`src/rtl/signed_mac_pkg.sv`:
```
// signed_mac_pkg
// Shared definitions for the signed multiply-accumulate slice:
//   - state_t      : control states ACCUM / DRAIN / HOLD
//   - DEF_*        : default operand, accumulator and run-length parameters
//   - sat_max/min  : two's-complement limits for an arbitrary width (<= 64)
package signed_mac_pkg;

  localparam int DEF_W     = 8;
  localparam int DEF_ACC_W = 24;
  localparam int DEF_LEN   = 4;

  typedef enum logic [1:0] {
    ACCUM = 2'd0,
    DRAIN = 2'd1,
    HOLD  = 2'd2
  } state_t;

  // Largest positive value representable in 'width' signed bits.
  function automatic logic signed [63:0] sat_max(input int width);
    return (64'sd1 <<< (width - 1)) - 64'sd1;
  endfunction

  // Most negative value representable in 'width' signed bits.
  function automatic logic signed [63:0] sat_min(input int width);
    return -(64'sd1 <<< (width - 1));
  endfunction

endpackage

```
`src/rtl/signed_mac_acc_mul.sv`:
```
// signed_mul_stage
// Registered W x W signed multiplier with a valid bit.
//   clk, rst_n : clock, asynchronous active-low reset
//   clr        : synchronous clear, drops p_valid (and p) this edge
//   en         : operand pair accepted this cycle
//   a, b       : signed operands (two's complement, W bits)
//   p          : registered 2W-bit signed product
//   p_valid    : p holds a product that has not yet been accumulated
module signed_mul_stage #(
  parameter int W = 8
) (
  input  logic           clk,
  input  logic           rst_n,
  input  logic           clr,
  input  logic           en,
  input  logic [W-1:0]   a,
  input  logic [W-1:0]   b,
  output logic [2*W-1:0] p,
  output logic           p_valid
);

  // Sign-extend to full product width so the multiply is exact.
  logic signed [2*W-1:0] a_x, b_x;
  assign a_x = (2*W)'($signed(a));
  assign b_x = (2*W)'($signed(b));

  always_ff @(posedge clk or negedge rst_n) begin
    if (!rst_n) begin
      p       <= '0;
      p_valid <= 1'b0;
    end else if (clr) begin
      p       <= '0;
      p_valid <= 1'b0;
    end else begin
      p_valid <= en;
      if (en) p <= a_x * b_x;
    end
  end

endmodule

```
`src/rtl/signed_mac_acc.sv`:
```
// signed_mac_acc
// Registered signed multiply-accumulate: LEN operand pairs are multiplied
// (one registered stage) and summed into an ACC_W-bit accumulator; the
// dot product is then offered on a valid/ready port.
//   clk, rst_n          : clock, asynchronous active-low reset
//   clr                 : synchronous abort, highest priority, drops any result
//   a, b, in_valid      : signed operand pair and its valid
//   in_ready            : pair accepted when in_valid && in_ready
//   acc_out, out_valid  : accumulated result and its valid
//   out_ready           : downstream takes the result
//   ovf                 : sticky overflow flag for the current result
// Compile option: SIGNED_MAC_SAT_EN defined -> saturating accumulate with
// sticky ovf; undefined -> wrap modulo 2^ACC_W, ovf tied low.
module signed_mac_acc
  import signed_mac_pkg::*;
#(
  parameter int W     = DEF_W,
  parameter int ACC_W = DEF_ACC_W,
  parameter int LEN   = DEF_LEN
) (
  input  logic             clk,
  input  logic             rst_n,
  input  logic             clr,
  input  logic [W-1:0]     a,
  input  logic [W-1:0]     b,
  input  logic             in_valid,
  output logic             in_ready,
  output logic [ACC_W-1:0] acc_out,
  output logic             out_valid,
  input  logic             out_ready,
  output logic             ovf
);

  localparam int               CNT_W    = $clog2(LEN + 1);
  localparam logic [CNT_W-1:0] CNT_LAST = CNT_W'(LEN - 1);

  state_t           state;
  logic [CNT_W-1:0] cnt;
  logic [ACC_W-1:0] acc;
  logic [2*W-1:0]   p;
  logic             p_valid;
  logic             accept;
  logic             res_take;

  // in_ready is gated by rst_n so every output reads 0 while reset is held.
  assign in_ready = rst_n && !clr && (state == ACCUM);
  assign accept   = in_valid && in_ready;
  assign res_take = out_valid && out_ready;
  assign acc_out  = acc;

  signed_mul_stage #(.W(W)) u_mul (
    .clk     (clk),
    .rst_n   (rst_n),
    .clr     (clr),
    .en      (accept),
    .a       (a),
    .b       (b),
    .p       (p),
    .p_valid (p_valid)
  );

  // Control: cnt counts accepts; DRAIN waits for the final product to be
  // folded into acc (p_valid low) before presenting the result.
  always_ff @(posedge clk or negedge rst_n) begin
    if (!rst_n) begin
      state     <= ACCUM;
      cnt       <= '0;
      out_valid <= 1'b0;
    end else if (clr) begin
      state     <= ACCUM;
      cnt       <= '0;
      out_valid <= 1'b0;
    end else begin
      case (state)
        ACCUM: begin
          if (accept) begin
            cnt <= cnt + 1'b1;
            if (cnt == CNT_LAST) state <= DRAIN;
          end
        end
        DRAIN: begin
          if (!p_valid) begin
            state     <= HOLD;
            out_valid <= 1'b1;
          end
        end
        HOLD: begin
          if (out_ready) begin
            state     <= ACCUM;
            cnt       <= '0;
            out_valid <= 1'b0;
          end
        end
        default: begin
          state     <= ACCUM;
          cnt       <= '0;
          out_valid <= 1'b0;
        end
      endcase
    end
  end

  // One guard bit above the accumulator: overflow shows up as the top two
  // bits of the sum disagreeing.
  logic signed [ACC_W:0] sum;
  logic [ACC_W-1:0]      acc_nxt;
  assign sum = (ACC_W+1)'($signed(acc)) + (ACC_W+1)'($signed(p));

`ifdef SIGNED_MAC_SAT_EN
  localparam logic [ACC_W-1:0] ACC_MAX = ACC_W'(sat_max(ACC_W));
  localparam logic [ACC_W-1:0] ACC_MIN = ACC_W'(sat_min(ACC_W));

  logic ovf_evt;
  logic ovf_q;
  assign ovf_evt = sum[ACC_W] ^ sum[ACC_W-1];
  // Guard bit carries the true sign: set -> clamp low, clear -> clamp high.
  assign acc_nxt = ovf_evt ? (sum[ACC_W] ? ACC_MIN : ACC_MAX) : sum[ACC_W-1:0];
  assign ovf     = ovf_q;

  always_ff @(posedge clk or negedge rst_n) begin
    if (!rst_n)                 ovf_q <= 1'b0;
    else if (clr || res_take)   ovf_q <= 1'b0;
    else if (p_valid && ovf_evt) ovf_q <= 1'b1;
  end
`else
  // Wrap build: the guard bit plays no part in the result.
  logic unused_sum_msb;
  assign unused_sum_msb = sum[ACC_W];
  assign acc_nxt        = sum[ACC_W-1:0];
  assign ovf            = 1'b0;
`endif

  always_ff @(posedge clk or negedge rst_n) begin
    if (!rst_n)               acc <= '0;
    else if (clr || res_take) acc <= '0;
    else if (p_valid)         acc <= acc_nxt;
  end

endmodule

```
`config.mk`:
```
export PLATFORM = sky130hd
export DESIGN_NAME = signed_mac_acc
export DESIGN_NICKNAME = d
export VERILOG_FILES = /design/src/rtl/signed_mac_pkg.sv /design/src/rtl/signed_mac_acc_mul.sv /design/src/rtl/signed_mac_acc.sv
export SDC_FILE = /design/constraint.sdc
export NUM_CORES = 1
export LEC_CHECK = 0
export ABC_CLOCK_PERIOD_IN_PS = 7640
export BUFFER_PORTS_ARGS = -buffer_cell sky130_fd_sc_hd__buf_4
export CORE_AREA = 2 2 93 117
export CTS_BUF_LIST = sky130_fd_sc_hd__clkbuf_16
export DETAILED_ROUTE_END_ITERATION = 10
export DIE_AREA = 0 0 95 119
export PLACE_DENSITY = 0.73
export SYNTH_ARGS = -nofsm -noshare
export SYNTH_HDL_FRONTEND = slang
export SYNTH_SLANG_ARGS = --single-unit
```
`constraint.sdc`:
```
create_clock -name clk -period 7.64 [get_ports clk]
set_input_delay 1.528 -clock clk [delete_from_list [all_inputs] [get_ports clk]]
set_output_delay 1.528 -clock clk [all_outputs]
set_load 0.005 [all_outputs]
```
# After elaboration in Yosys (flattened, before gate mapping)
# Index checks and enable logic that the tools add are counted.
dict set report word_totals {
  in_bits 21
  regBits 47
  elab_cells 49
  out_inout_bits 27
}
dict set report op_classes {
  n_reduce_logical 12
  n_addsub 2
  mux 19
  eq_ne 9
  n_mul 1
}
# cell count
set ops {}
lappend ops {{two-way mux 24 bit} 2}
lappend ops {{two-way mux 16 bit} 2}
lappend ops {{adder 24 x 16 -> 24 bit} 1}
lappend ops {{multiplier 8 x 8 -> 16 bit} 1}
lappend ops {{two-way mux 2 bit} 5}
lappend ops {{two-way mux 3 bit} 3}
lappend ops {{case mux 3 bit (3 select lines)} 1}
lappend ops {{inequality test 3 x 2 -> 1 bit (second input constant)} 2}
lappend ops {{inequality test 3 bit (second input constant)} 2}
lappend ops {{case mux 2 bit (3 select lines)} 1}
lappend ops {{AND reduction 3 bit} 2}
lappend ops {{logical AND 1 bit} 4}
lappend ops {{two-way mux 1 bit} 4}
lappend ops {{inequality test 2 bit (second input constant)} 2}
lappend ops {{AND reduction 4 bit} 1}
lappend ops {{nonzero test 2 bit} 2}
lappend ops {{adder 3 x 1 -> 3 bit (second input constant)} 1}
lappend ops {{equality test 3 x 2 -> 1 bit (second input constant)} 1}
lappend ops {{case mux 1 bit (3 select lines)} 1}
lappend ops {{equality test 2 x 1 -> 1 bit (second input constant)} 1}
lappend ops {{equality test 2 bit (second input constant)} 1}
lappend ops {{zero test 2 bit} 1}
lappend ops {{zero test 1 bit} 1}
lappend ops {{logical OR 1 bit} 1}

# Depth between registers and ports, before layout
dict set report depth {
  word_depth 7
  depth_mapped 19
  mapped_depth_nobuf 19
}

# Cells and area by module
# Synthesis repeated with hierarchy kept, for this count alone.
dict set report hier_totals {
  hier_cells 648
  area_unflattened_um2 5804.3
}
# mod seq_area_each_um2 cells_each area_per_inst_um2 instances
set by_module_without_submodules {}
lappend by_module_without_submodules {signed_mul_stage 425.4 349 3209.3 1}
lappend by_module_without_submodules {signed_mac_acc 750.7 299 2595.0 1}

# Worst setup path after synthesis
# No wires, ideal clock.
dict set report synth_path {
  path_kind {input to register}
  start {in b[4]}
  end {reg u_mul.p[14]}
  cell_stages 18
  arrival_ns 5.270
  setup_slack_ns 2.246
  path_buffers 0
  setup_ns 0.125
  required_ns 7.515
  path_cell_list {and2_1 -> fa_1 -> inv_1 -> fa_1 -> inv_1 -> fa_1 -> inv_1 -> fa_1 -> inv_1 -> ha_1 -> a21oi_1 -> o21bai_1 -> a21oi_1 -> nor2b_1 -> o21a_1 -> o22ai_1 -> mux2i_1 -> nand2_1}
}
dict set report synth_via {
  elab_chain_cells 3
}
# element line
set synth_lines {}
lappend synth_lines {{start, declared} signed_mac_acc.sv:25} ;# input logic [W-1:0] b,
lappend synth_lines {{multiplier 8 x 8 -> 16 bit} signed_mac_acc_mul.sv:36} ;# if (en) p <= a_x * b_x;
lappend synth_lines {{two-way mux 16 bit} signed_mac_acc_mul.sv:36}
lappend synth_lines {{two-way mux 16 bit} signed_mac_acc_mul.sv:31} ;# end else if (clr) begin
lappend synth_lines {{end signal, assigned} signed_mac_acc_mul.sv:36}
lappend synth_lines {{end, declared} signed_mac_acc_mul.sv:18} ;# output logic [2*W-1:0] p,
# No other way between the ends. The select of a mux whose other input is x is not followed.
# A chain may end at the register's enable or synchronous reset.

# Final worst setup path
# Same ends and word-level chain as after synthesis.

==> impl_results.md <==
* Resized cells post-CTS at 0
* Post-CTS Setup Inserts at 0
* Number of CTS-inserted buffers at 5
* Die width at 95 um
* Drt drc at 0
* Switching Share at 41.6%
* Gr ovfl total at 0
* Final Skew at 0.00497 ns
* Detailed Routing Iterations Pass 1 at 4
* Ys async rst share at 100%
* HPWL after DPL at 8.89 mm
* Peak supply drop at 97.3 uV
* Vias at 4,133
* Area Growth Syn to Fin at 11.2%
* FILL cells at 921
* Hold crit path type: reg2reg
* Startpoint Class: primary input
* Drt initial violations at 191
* Switch Pwr at 582 uW
* First-pass GRT wire length at 19.1 mm
* Clock Tree Buf Depth at 2
* Worst skew pair latency at 0.29 ns
* PwrDens at 228 mW/mm^2
* Setup CP Type: in2reg
* Initial antenna violation count at 0
* Worst slew pin tran at 1.04 ns
* Post-synth net total at 747
* Clock root cell: clkbuf_16
* Post-Syn Instances at 616
* TritonCTS clock tree: built
* Most frequent cells in the layout: 99 x inv_1, 56 x fa_1, 54 x ha_1, 47 x dfrtp_1, 47 x buf_4
* Syn avg cell area at 8.95 sq um
* Critical Path AT at 5.65 ns
* Avg Vias per Cell at 5.26
* # nets final at 785
* Clock power share at 17.5%
* Yosys reg bits at 47
* Vias in the first global route at 4,283
* Worst Path Required at 7.81 ns
* Die area at 0.0113 sq mm
* Slew headroom at 30.8%
* Port bufs at 46
* Final Max Tran Viols at 0
* Endpoints failing setup at 0
* Seq pwr share at 22.3%
* Final Hold Violating Endpoints at 0
* Clock Sink Count at 47
* Antenna cells at 0
* Clock transition at path regs at 0.06 ns
* Global-route usage over all layers at 20.8%
* Post-DRT Antenna Nets at 0
* RSZ-0062 raised after global routing: false
* Largest net degree at the start of global routing at 48
* Sequential share of the synthesized area at 21.3%
* Leak Pwr at 0.00317 uW
* Routed WL per cell at 13.7 um
* P_int at 816 uW
* Reg2reg setup slack at 4.65 ns
* Tcrit/Tclk final at 71.7%
* Design area at 0.00613 sq mm
* Htree depth at 2
* # IOs at 48
* Status: finished, final reports clean
* Worst setup EP type: flip-flop
* Distinct cells, synth at 56
* Post-synth EDFFs at 0
* FP Rows at 42
* Placer Congestion at 0.836
* Initial Utilization at 53.3%
* Final wirelength at 10.8 mm
* Mapped cell area at 0.00552 sq mm
* Sum Neg Setup Slack at 0 ns
* Top FF cell, synth: dfrtp_1
* Placed cell area at 0.00597 sq mm
* Fraction of layout cells with a size suffix above 1 at 10.6%
* Maximum capacitance violations at 0
* Combinational share of power at 60.3%
* Crit path time final at 5.48 ns
* Most common cell after layout, fill and taps aside: inv_1
* Chip Height at 119 um
* CTS Hold Bufs at 0
* Syn. warnings at 0
* Crit Path Max Fanout at 8
* Total core area at 0.0104 sq mm
* Maximum clock rate at 183 MHz
[area by class of cell]
type                            count  area, sq um  area share, %
Multi-Input combinational cell    453         3900           63.6
Sequential cell                    47         1180           19.2
Inverter                          100          375           6.12
Timing Repair Buffer               47          353           5.75
Tap cell                          132          165           2.69
Clock buffer                        5          125           2.04
Clock inverter                      2         37.5          0.612
[synth_stat cells, types with 4 or more instances]
cell	n	area, sq um
and3_1	4	25.0
nand3_1	24	120
mux2i_1	14	140
a31oi_1	4	25.0
or2_2	4	25.0
inv_1	99	372
dfrtp_1	47	1180
o21a_1	4	30.0
xnor2_1	21	184
o21bai_1	7	52.6
a21o_1	10	75.1
a211oi_1	6	45.0
nor2b_1	8	50.1
nor3_1	12	60.1
o211ai_1	4	30.0
clkbuf_1	13	48.8
nor2_1	36	135
nand2_1	44	165
and2_1	45	282
o21ai_0	19	95.1
xor2_1	11	96.3
fa_1	56	1120
a21oi_1	25	125
ha_1	54	676
[critical path, stage by stage]
cell and delay [ns]:
buf_4 0.13, and2_1 0.17, fa_1 0.53, inv_1 0.05
fa_1 0.47, inv_1 0.05, fa_1 0.52, inv_1 0.05
fa_1 0.52, inv_1 0.04, ha_1 0.30, a21oi_1 0.23
o21bai_1 0.10, a21oi_1 0.26, nor2b_1 0.08, o21a_1 0.19
o22ai_1 0.15, mux2i_1 0.19, nand2_1 0.07
[metrics by stage]
stage	utilization, %	hold WS (ns)	instances	total power, uW	setup slack (ns)
final	59.2	0.489	786	1400	2.16
after global placement	57.7	0.462	779	1130	1.97
after global routing	59.2	0.531	786	1550	1.95
after detailed placement	57.7	0.472	779	1170	1.87
after floorplan	-	0.450	616	990	2.25
after CTS	59.2	0.487	786	1410	2.18
[kinds of logic (layout without fill, tap and decap cells)]
kind of cell / after synthesis / in the layout / synth area share, %
flops: 47 / 47 / 21.3
buf+inv: 116 / 154 / 7.96
simple gates: 190 / 190 / 17.4
compound gates: 105 / 105 / 12.9
fa+ha+maj: 110 / 110 / 32.6
other cells: 1 / 1 / 0.0680
xor+xnor: 32 / 32 / 5.08
mux: 15 / 15 / 2.74
[power groups by stage]
stage	Combinational, uW	Clock (uW)	Sequential (uW)
detailed placement	849	0	317
finish	843	244	312
global placement	813	0	314
global route	978	258	317
floorplan	685	0	305
CTS	851	249	312
[path summary, 6_finish.rpt]
check | from | to | depth (start not counted)
hold reg to reg | cnt[2] | cnt[2] | 2
hold / removal | cnt[2] | cnt[2] | 2
min in group asynchronous | rst_n | acc_out[1] | 2
setup reg to reg | acc_out[0] | acc_out[18] | 11
max in group asynchronous | rst_n | acc_out[2] | 2
setup / recovery | b[4] | u_mul.p[14] | 19
[metal layers]
layer / vias to the layer above / share of wire [%] / global-route usage [%]
met1: 1979 / 44 / 26.0
met5: - / 0 / 0
met3: 12 / 2.0 / 2.28
met2: 51 / 53 / 37.8
met4: 0 / 1.4 / 5.34
li1: 2091 / - / -
[state kept, by name (all words and copies together), names as in the netlist]
register       flops
state              2
u_mul.p_valid      1
u_mul.p           16
acc_out           24
out_valid          1
cnt                3
Note: power is estimated with default switching activity, not from simulation.
